### src/rtl/jpeg_fdct_pkg.sv
// Shared constants for the 8x8 forward DCT: cosine ROM, zigzag map, pass shifts and FSM states.
package jpeg_fdct_pkg;

    typedef enum logic [1:0] {LOAD, ROW, COL, OUT} fdct_state_e;

    localparam int ROM_W     = 13;
    localparam int ROW_SHIFT = 10;
    localparam int COL_SHIFT = 14;

    // C[k][n] = round(4096 * c(k)/2 * cos((2n+1)k*pi/16))
    localparam int COS_ROM [8][8] = '{
        '{1448,  1448,  1448,  1448,  1448,  1448,  1448,  1448},
        '{2009,  1703,  1138,   400,  -400, -1138, -1703, -2009},
        '{1892,   784,  -784, -1892, -1892,  -784,   784,  1892},
        '{1703,  -400, -2009, -1138,  1138,  2009,   400, -1703},
        '{1448, -1448, -1448,  1448,  1448, -1448, -1448,  1448},
        '{1138, -2009,   400,  1703, -1703,  -400,  2009, -1138},
        '{ 784, -1892,  1892,  -784,  -784,  1892, -1892,   784},
        '{ 400, -1138,  1703, -2009,  2009, -1703,  1138,  -400}
    };

    localparam int ZZ_TO_RASTER [64] = '{
         0,  1,  8, 16,  9,  2,  3, 10, 17, 24, 32, 25, 18, 11,  4,  5,
        12, 19, 26, 33, 40, 48, 41, 34, 27, 20, 13,  6,  7, 14, 21, 28,
        35, 42, 49, 56, 57, 50, 43, 36, 29, 22, 15, 23, 30, 37, 44, 51,
        58, 59, 52, 45, 38, 31, 39, 46, 53, 60, 61, 54, 47, 55, 62, 63
    };

endpackage

### src/rtl/jpeg_fdct_mac.sv
// Shared multiply-accumulate for both DCT passes: one tap per cycle, round/shift and
// optional saturation applied on the registered sum when the last tap has landed.
module jpeg_fdct_mac #(
    parameter int DATA_W = 16,
    parameter int COEF_W = 13,
    parameter int ACC_W  = 32,
    parameter int OUT_W  = 16,
    parameter int SAT_W  = 12
) (
    input  logic                     clk,
    input  logic                     rst_n,
    input  logic                     flush,
    input  logic                     issue,
    input  logic                     clr,
    input  logic                     last,
    input  logic signed [DATA_W-1:0] a,
    input  logic signed [COEF_W-1:0] b,
    input  logic [4:0]               shift,
    input  logic                     sat_en,
    output logic signed [OUT_W-1:0]  res,
    output logic                     res_vld
);

    localparam logic signed [ACC_W-1:0] SAT_MAX = ACC_W'((1 <<< (SAT_W - 1)) - 1);
    localparam logic signed [ACC_W-1:0] SAT_MIN = ACC_W'(-(1 <<< (SAT_W - 1)));

    function automatic logic signed [ACC_W-1:0] round_shift(input logic signed [ACC_W-1:0] v,
                                                            input logic [4:0] s);
        logic signed [ACC_W-1:0] bias;
        bias = ACC_W'(1) <<< (s - 5'd1);
        return (v + bias) >>> s;
    endfunction

    function automatic logic signed [OUT_W-1:0] sat(input logic signed [ACC_W-1:0] v);
        if (v > SAT_MAX) return OUT_W'(SAT_MAX);
        if (v < SAT_MIN) return OUT_W'(SAT_MIN);
        return OUT_W'(v);
    endfunction

    logic signed [ACC_W-1:0] prod;
    logic signed [ACC_W-1:0] acc_p0;
    logic signed [ACC_W-1:0] rnd;
    logic                    vld_p0;

    assign prod = ACC_W'(a) * ACC_W'(b);

    // p0: accumulator, restarted by the first tap of each output
    always_ff @(posedge clk) begin
        if (issue) acc_p0 <= clr ? prod : acc_p0 + prod;
    end

    always_ff @(posedge clk or negedge rst_n) begin
        if (!rst_n) vld_p0 <= 1'b0;
        else        vld_p0 <= issue & last & ~flush;
    end

    assign rnd     = round_shift(acc_p0, shift);
    assign res     = sat_en ? sat(rnd) : OUT_W'(rnd);
    assign res_vld = vld_p0;

endmodule

### src/rtl/jpeg_fdct.sv
// Forward 8x8 DCT (row pass then column pass) on one time-shared MAC, single-buffered.
// Define JPEG_FDCT_ZIGZAG_EN to emit coefficients in JPEG zigzag order instead of raster.
module jpeg_fdct
    import jpeg_fdct_pkg::*;
#(
    parameter int DATA_W = 8,
    parameter int COEF_W = ROM_W,
    parameter int TMP_W  = 16
) (
    input  logic              clk_i,
    input  logic              rst_i,
    input  logic              img_start_i,
    input  logic              inport_valid_i,
    input  logic [DATA_W-1:0] inport_data_i,
    input  logic [5:0]        inport_idx_i,
    input  logic [31:0]       inport_id_i,
    output logic              inport_accept_o,
    output logic              outport_valid_o,
    output logic [15:0]       outport_data_o,
    output logic [5:0]        outport_idx_o,
    output logic [31:0]       outport_id_o,
    input  logic              outport_accept_i
);

    localparam int PIX_W = DATA_W + 1;
    localparam int SAT_W = 12;

    fdct_state_e state, state_nxt;
    logic [9:0]  cnt;
    logic [6:0]  ocnt;
    logic [31:0] blk_id;
    logic [5:0]  waddr_p0;
    logic [5:0]  rd_addr;
    logic        in_fire, last_pix, pass_done, out_done, issue;

    logic signed [PIX_W-1:0]  pix  [64];
    logic signed [TMP_W-1:0]  tmem [64];
    logic signed [SAT_W-1:0]  fmem [64];

    logic signed [TMP_W-1:0]  mac_a;
    logic signed [COEF_W-1:0] mac_b;
    logic signed [TMP_W-1:0]  mac_res;
    logic                     mac_vld;
    logic [4:0]               mac_shift;

    assign in_fire   = inport_valid_i & inport_accept_o & ~img_start_i;
    assign last_pix  = in_fire & (cnt[5:0] == 6'd63);
    assign pass_done = (cnt == 10'd512);
    assign out_done  = outport_valid_o & outport_accept_i & ocnt[6];
    assign issue     = ((state == ROW) || (state == COL)) & ~cnt[9];

    always_comb begin
        state_nxt = state;
        if (img_start_i) begin
            state_nxt = LOAD;
        end else begin
            case (state)
                LOAD:    if (last_pix)  state_nxt = ROW;
                ROW:     if (pass_done) state_nxt = COL;
                COL:     if (pass_done) state_nxt = OUT;
                OUT:     if (out_done)  state_nxt = LOAD;
                default:                state_nxt = LOAD;
            endcase
        end
    end

    always_ff @(posedge clk_i or negedge rst_i) begin
        if (!rst_i) begin
            state           <= LOAD;
            cnt             <= '0;
            blk_id          <= '0;
            inport_accept_o <= 1'b0;
        end else begin
            state           <= state_nxt;
            inport_accept_o <= (state_nxt == LOAD);
            // cnt counts accepted pixels in LOAD and MAC taps (plus drain) in ROW/COL
            if (img_start_i || (state_nxt != state)) cnt <= '0;
            else if (in_fire || (state == ROW) || (state == COL)) cnt <= cnt + 10'd1;
            if (last_pix) blk_id <= inport_id_i;
        end
    end

    // Tap order: ROW cnt={r,k,n} reads pix[r][n]; COL cnt={k,c,n} reads T[n][c]
    always_comb begin
        mac_a = '0;
        mac_b = '0;
        if (state == COL) begin
            mac_a = tmem[{cnt[2:0], cnt[5:3]}];
            mac_b = COEF_W'(COS_ROM[cnt[8:6]][cnt[2:0]]);
        end else begin
            mac_a = TMP_W'(pix[{cnt[8:6], cnt[2:0]}]);
            mac_b = COEF_W'(COS_ROM[cnt[5:3]][cnt[2:0]]);
        end
    end

    assign mac_shift = (state == COL) ? 5'(COL_SHIFT) : 5'(ROW_SHIFT);

    jpeg_fdct_mac #(
        .DATA_W (TMP_W),
        .COEF_W (COEF_W),
        .ACC_W  (32),
        .OUT_W  (TMP_W),
        .SAT_W  (SAT_W)
    ) u_mac (
        .clk     (clk_i),
        .rst_n   (rst_i),
        .flush   (img_start_i),
        .issue   (issue),
        .clr     (cnt[2:0] == 3'd0),
        .last    (cnt[2:0] == 3'd7),
        .a       (mac_a),
        .b       (mac_b),
        .shift   (mac_shift),
        .sat_en  (state == COL),
        .res     (mac_res),
        .res_vld (mac_vld)
    );

    // p0: write-back address travels with the MAC accumulator
    always_ff @(posedge clk_i) begin
        if (issue) waddr_p0 <= cnt[8:3];
        if (in_fire) pix[inport_idx_i] <= $signed({1'b0, inport_data_i}) - PIX_W'(128);
        if (mac_vld && (state == ROW)) tmem[waddr_p0] <= mac_res;
        if (mac_vld && (state == COL)) fmem[waddr_p0] <= mac_res[SAT_W-1:0];
    end

`ifdef JPEG_FDCT_ZIGZAG_EN
    assign rd_addr = 6'(ZZ_TO_RASTER[ocnt[5:0]]);
`else
    assign rd_addr = ocnt[5:0];
`endif

    always_ff @(posedge clk_i or negedge rst_i) begin
        if (!rst_i) begin
            outport_valid_o <= 1'b0;
            outport_data_o  <= '0;
            outport_idx_o   <= '0;
            outport_id_o    <= '0;
            ocnt            <= '0;
        end else if (img_start_i) begin
            outport_valid_o <= 1'b0;
            ocnt            <= '0;
        end else if ((state == OUT) && (!outport_valid_o || outport_accept_i)) begin
            if (!ocnt[6]) begin
                outport_valid_o <= 1'b1;
                outport_data_o  <= 16'(fmem[rd_addr]);
                outport_idx_o   <= ocnt[5:0];
                outport_id_o    <= blk_id;
                ocnt            <= ocnt + 7'd1;
            end else begin
                outport_valid_o <= 1'b0;
                ocnt            <= '0;
            end
        end
    end

endmodule

### config.mk
export PLATFORM = sky130hd
export DESIGN_NAME = jpeg_fdct
export DESIGN_NICKNAME = d
export VERILOG_FILES = /design/src/rtl/jpeg_fdct_pkg.sv /design/src/rtl/jpeg_fdct_mac.sv /design/src/rtl/jpeg_fdct.sv
export SDC_FILE = /design/constraint.sdc
export NUM_CORES = 2
export LEC_CHECK = 0
export CAP_MARGIN = 5
export CORE_MARGIN = 8
export CORE_UTILIZATION = 50
export DETAILED_ROUTE_END_ITERATION = 8
export PLACE_DENSITY = 0.7
export SYNTH_ARGS = -nofsm -noshare
export SYNTH_HDL_FRONTEND = slang
export SYNTH_SLANG_ARGS = --single-unit
### constraint.sdc
create_clock -name clk_i -period 24.6 [get_ports clk_i]
set_input_delay 3.69 -clock clk_i [delete_from_list [all_inputs] [get_ports clk_i]]
set_output_delay 3.69 -clock clk_i [all_outputs]
set_load 0.05 [all_outputs]
Yosys cells after proc, flatten, opt, wreduce, memory -nomap -nowiden

Memory sizes are Yosys's and may differ from the RTL's. A register that Yosys moved wholly into a read port is not among the register bits.
Cells that the tools add are included.

$add $sub $neg: 6
$mul: 1
$lt $le $gt $ge: 5
Eq/ne operators: 7
Shifts and indexed selects: 2
Mux-type cells: 42
Bitwise gates (word level): 14
Reductions and logical operators: 16

Operator list:

| kind                  | number |
|---|---|
| $mux 256              | 4 |
| $bmux 32 s3           | 2 |
| $mux 16               | 6 |
| $mux 13               | 5 |
| $add 32x32->32        | 2 |
| $gt 32x12->1 const B  | 1 |
| $lt 32x12->1 const B  | 1 |
| $mux 32               | 1 |
| $sshl 2x5->32 const A | 1 |
| $sshr 32x4->32        | 1 |
| $mul 16x13->29        | 1 |
| $mux 7                | 3 |
| $mux 10               | 2 |
| $ge 4x4->1 const B    | 3 |
| $mux 1                | 12 |
| $not 3->4             | 3 |
| $add 10x1->10 const B | 1 |
| $eq 10x10->1 const B  | 1 |
| $mux 2                | 5 |
| $sub 8x8->9 const B   | 1 |
| $and 1x1->1           | 8 |
| $pmux 2 s4            | 1 |
| $add 7x1->7 const B   | 1 |
| $eq 6x6->1 const B    | 1 |
| 14 further kinds      | 26 |

Bits in registers: 130
Bits in writable memories: 2368
Memory bits (read-only): 4096
Input bits: 51
Output and inout port bits: 56
Memories kept: 5

Memory list:

| name            | words | bits a word | read ports | clocked after memory_dff | wr ports | RTL line        | source |
|---|---|---|---|---|---|---|---|
| (no name shown) | 8     | 256         | 1          | 0                        | 0        | jpeg_fdct.sv:92 | `mac_b = COEF_W'(COS_ROM[cnt[5:3]][cnt[2:0]]);` |
| (no name shown) | 8     | 256         | 1          | 0                        | 0        | jpeg_fdct.sv:89 | `mac_b = COEF_W'(COS_ROM[cnt[8:6]][cnt[2:0]]);` |
| tmem            | 64    | 16          | 1          | 0                        | 1        | jpeg_fdct.sv:37 | `logic signed [TMP_W-1:0] tmem [64];` |
| fmem            | 64    | 12          | 1          | 1                        | 1        | jpeg_fdct.sv:38 | `logic signed [SAT_W-1:0] fmem [64];` |
| pix             | 64    | 9           | 1          | 0                        | 1        | jpeg_fdct.sv:36 | `logic signed [PIX_W-1:0] pix [64];` |

Longest topological paths before layout

Depth after elaboration: 12
Depth in mapped cells: 49
Gate-level depth less buffers: 41

Modules after synthesis

From an unflattened synthesis, not the netlist that was laid out.

Cells, all modules: 6467
Area total of the unflattened synthesis: 110878.8 um^2

By module, submodules not included:

| module        | times used | cells an instance | area an instance (um^2) | sequential area each (um^2) |
|---|---|---|---|---|
| jpeg_fdct     | 1          | 4671              | 95731.8                 | 71944.0 |
| jpeg_fdct_mac | 1          | 1796              | 15147.0                 | 985.9 |

Worst setup path after synthesis

No wires, ideal clock.

Path kind: reg2reg
From: reg cnt[4]
To: reg u_mac.acc_p0[31] (data pin)
Arrival time: 9.978 ns
Data required time: 24.328 ns
Setup slack: 14.350 ns
Cell stages (with the launch flop): 44
Cells stage by stage: dfrtp_1 > buf_2 > buf_6 > buf_6 > buf_6 > buf_4 > buf_4 > buf_2 > inv_1 > ha_1 > clkbuf_1 > mux4_2 > nor2_1 > a211oi_1 > nor3_1 > a31oi_1 > buf_2 > nand2_1 > [... 8 more ...] > ha_1 > ha_1 > or2_2 > o31ai_1 > o21ai_0 > a21oi_1 > o21bai_1 > a21oi_1 > xnor2_1 > ha_1 > and4_1 > nand2_1 > or4_1 > a21oi_1 > o311ai_1 > a2111oi_0 > a211oi_1 > xnor2_1

Longest elaborated chain between the ends: 11

RTL lines:

| what                                        | RTL line            | source |
|---|---|---|
| start, declared                             | jpeg_fdct.sv:29     | `logic [9:0] cnt;` |
| start signal, assigned                      | jpeg_fdct.sv:78     | `else if (in_fire \|\| (state == ROW) \|\| (state == COL)) cnt <= cnt + 10'd1;` |
| $not 3->4 (not written as such)             | jpeg_fdct.sv:92     |  |
| $mem_v2 8x256                               | n/a                 |  |
| $mux 256 (not written as such) (2 in a row) | jpeg_fdct.sv:92     |  |
| $bmux 32 s3                                 | jpeg_fdct.sv:92     |  |
| $mux 13 (not written as such) (2 in a row)  | jpeg_fdct.sv:92     |  |
| $mux 13                                     | jpeg_fdct.sv:87     | `if (state == COL) begin` |
| $mul 16x13->29 *                            | jpeg_fdct_mac.sv:45 | `assign prod = ACC_W'(a) * ACC_W'(b);` |
| $add 32x32->32                              | jpeg_fdct_mac.sv:49 | `if (issue) acc_p0 <= clr ? prod : acc_p0 + prod;` |
| $mux 32 *                                   | jpeg_fdct_mac.sv:49 |  |
| end signal, assigned                        | jpeg_fdct_mac.sv:49 |  |
| end, declared                               | jpeg_fdct_mac.sv:41 | `logic signed [ACC_W-1:0] acc_p0;` |

Mark *: on every way between the ends. The rest lies on a longest branch, timed or not. The select of a mux whose other input is x is not followed.
A chain may end at the register's enable or synchronous reset.

Worst setup path after layout

From: reg cnt[5]
To: reg u_mac.acc_p0[31] (data pin)

The elaborated chain is that of the path after synthesis.

==> results.sh <==
export IMPL_cp_slowest_cell="a21oi_1"
export IMPL_cts_buffers=231
export IMPL_finalSetupTns_ps=0
export IMPL_die_width_microns=477.2
export IMPL_finalHoldViolCount=0
export IMPL_pre_cts_ws_ps=12520
export IMPL_worst_slack_ps=12480
export IMPL_worst_slew_pin_slew_ps=1325
export IMPL_post_cts_setup_buffers=0
export IMPL_core_area_sq_um=211900
export IMPL_synthDistinctLibCells=73
export IMPL_hold_path_class="flop to flop"
export IMPL_path_class="flop to flop"
export IMPL_io_pins=107
export IMPL_grt_max_degree=129
export IMPL_die_area_sq_um=227700
export IMPL_cts_buffer_depth=3
export IMPL_antenna_found_initial=4
export IMPL_synth_edf_count=2342
export IMPL_synth_main_ff_cell="edfxtp_1"
export IMPL_max_slew_margin_rel_pct=11.34
export IMPL_wl_microns=247000
export IMPL_top_usage_layer="met2"
export IMPL_syn_avg_cell_area_sq_um=18.77
export IMPL_dr_first_iter_drc_count=6179
export IMPL_grt_use_met1_pct=31.14
export IMPL_dpl_cell_area_sq_um=111200
export IMPL_endpoint_kind="flop"
export IMPL_vias_per_cell=6.097
export IMPL_syn_inst=5667
export IMPL_status="complete, no violations"
export IMPL_drive_gt1_share_pct=22.78
export IMPL_crit_path_start_kind="flop"
export IMPL_hold_buffers=0
export IMPL_synthToLayoutAreaGrowth_pct=11.52
export IMPL_use_met2_pct=34.00
export IMPL_instances_no_fill=8889
export IMPL_async_flop_share_pct=4.252
export IMPL_path_max_fanout=110
export IMPL_max_stage_delay_ps=1050
export IMPL_num_vias=54197
export IMPL_drv_cap=0
export IMPL_wl_per_cell_microns=27.79
export IMPL_met3_usage_pct=3.396
export IMPL_crit_arrival_ps=12740
export IMPL_fin_crit_sh_pct=49.27
export IMPL_tritoncts="done"
export IMPL_grt_pass1_wl_microns=368800
export IMPL_max_freq_mhz=82.51
export IMPL_final_cell_mix="2,342 x edfxtp_1, 753 x mux4_2, 407 x nand2_1, 375 x nor2_1, 234 x clkbuf_16"
export IMPL_start_util_pct=50.20
export IMPL_synth_cell_area_sq_um=106400
export IMPL_io_buffers=106
export IMPL_h_tree_depth=4
export IMPL_clk_pin_slew_worst_paths_ps=70
export IMPL_rows=169
export IMPL_rsz0062_at_grt="no"
export IMPL_n_fill_cell=15701
export IMPL_required_ps=25220
export IMPL_fin_crit_ps=12120
export IMPL_dpl_cell_count=8457
export IMPL_grt_pass1_vias=54869
export IMPL_final_nets=6260
export IMPL_grtUsageTotal_pct=21.34
export IMPL_final_common_cell="edfxtp_1"
export IMPL_crit_path_frequent_cell="fa_1"
export IMPL_first_pass_iters=7
export IMPL_ctsResizeCount=0
export IMPL_ys_ff_latch=2446
export IMPL_dpl_hpwl_microns=153000
export IMPL_setup_viol=0
export IMPL_clkLatencyLatePin_ps=890
export IMPL_gp_congestion=0.8704
export IMPL_yosysWarnings=0
export IMPL_skew_ps=76.29
export IMPL_final_area_sq_um=118600
export IMPL_cts_sinks=2446
export IMPL_yosysSeqAreaShare_pct=68.57
export IMPL_synth_nets=6057
export IMPL_drv_slew=0
export IMPL_drc_errors=0
export IMPL_overflow=0
export IMPL_die_h_microns=477.2
export IMPL_postRouteAntennaNets=0
export IMPL_cts_root_buf="clkbuf_16"
[state kept, by name, summed over array words and instances (netlist names)]
name and count:
tmem 1024, fmem 768, pix 512, blk_id 32, outport_id_o 32, u_mac.acc_p0 32
outport_data_o 12, cnt 10, ocnt 7, outport_idx_o 6, waddr_p0 6, state 2
inport_accept_o 1, outport_valid_o 1, u_mac.res_vld 1
[area by class of cell]
cell class | instances | area [sq um] | share of cell area (%)
sequential | 2446 | 72970 | 61.52
multi-input combinational | 2673 | 31400 | 26.47
clock buffer | 297 | 6175 | 5.206
tap | 2821 | 3530 | 2.976
timing repair buffer | 278 | 2385 | 2.011
clock inverter | 133 | 1254 | 1.057
inverter | 240 | 904.6 | 0.7627
antenna | 1 | 2.502 | 0.002110
[worst max-delay path: cells and delay by family, from the launching register on]
family                     cells  cell delay, ps
xor gates and xnor gates       2             290
and+or+nand+nor                9            1940
adders and majority gates      8            3550
DFF                            1             830
muxes                          2             940
AOI/OAI and AO/OA              8            2720
buffers and inverters          4            1410
[path summary, 6_finish.rpt]
check	to	cells past startpoint	slack [ps]	startpoint
worst min-delay path	outport_id_o[26]$_DFFE_PN0P_	2	460	blk_id[26]$_DFFE_PN0P_
worst min register to register	outport_id_o[26]$_DFFE_PN0P_	2	460	blk_id[26]$_DFFE_PN0P_
worst max-delay path	u_mac.acc_p0[31]$_DFFE_PP_	33	12480	cnt[5]$_DFFE_PN0P_
min in group asynchronous	blk_id[25]$_DFFE_PN0P_	1	2740	rst_i
worst max register to register	u_mac.acc_p0[31]$_DFFE_PP_	33	12480	cnt[5]$_DFFE_PN0P_
max in group asynchronous	cnt[3]$_DFFE_PN0P_	2	20380	rst_i
[metal layers]
metal	vias to the layer above	routed length (microns)
met3	393	18890
met4	0	6739
met1	28660	102700
met5	-	0
met2	2384	118700
li1	22760	-
[per-stage QoR]
step | hold WS (ps) | utilization, %
after floorplan | 434.8 | -
final | 461.5 | 55.98
after global routing | 479.7 | 55.98
after detailed placement | 452.5 | 52.47
after global placement | 443.2 | 52.46
after CTS | 464.1 | 55.97
[cells by family (layout without fill, tap and decap cells)]
family	after synthesis	in the layout	synth area share [%]
buffers and inverters	548	948	2.195
xor gates and xnor gates	89	89	0.7329
and+or+nand+nor	1027	1027	4.142
adders and majority gates	339	339	5.378
other	0	1	0
muxes	816	816	16.61
DFF	2446	2446	68.57
AOI/OAI and AO/OA	402	402	2.379
[synthesized netlist by cell type, drive strengths merged (37+ instances only)]
cell / number / area, sq um
mux4: 753 / 16960
mux2: 39 / 439.2
buf: 165 / 897.1
xor2: 37 / 324.1
o21ai: 93 / 465.5
xnor2: 52 / 455.4
clkbuf: 143 / 536.8
ha: 142 / 1777
nand2: 410 / 1544
inv: 239 / 897.1
fa: 197 / 3944
a21oi: 125 / 625.6
dfrtp: 104 / 2603
nor2: 380 / 1426
nand3: 49 / 245.2
edfxtp: 2342 / 70330
Power is not shown: default switching activity piles up to over one toggle a cycle in this logic, so the estimate is an artifact.
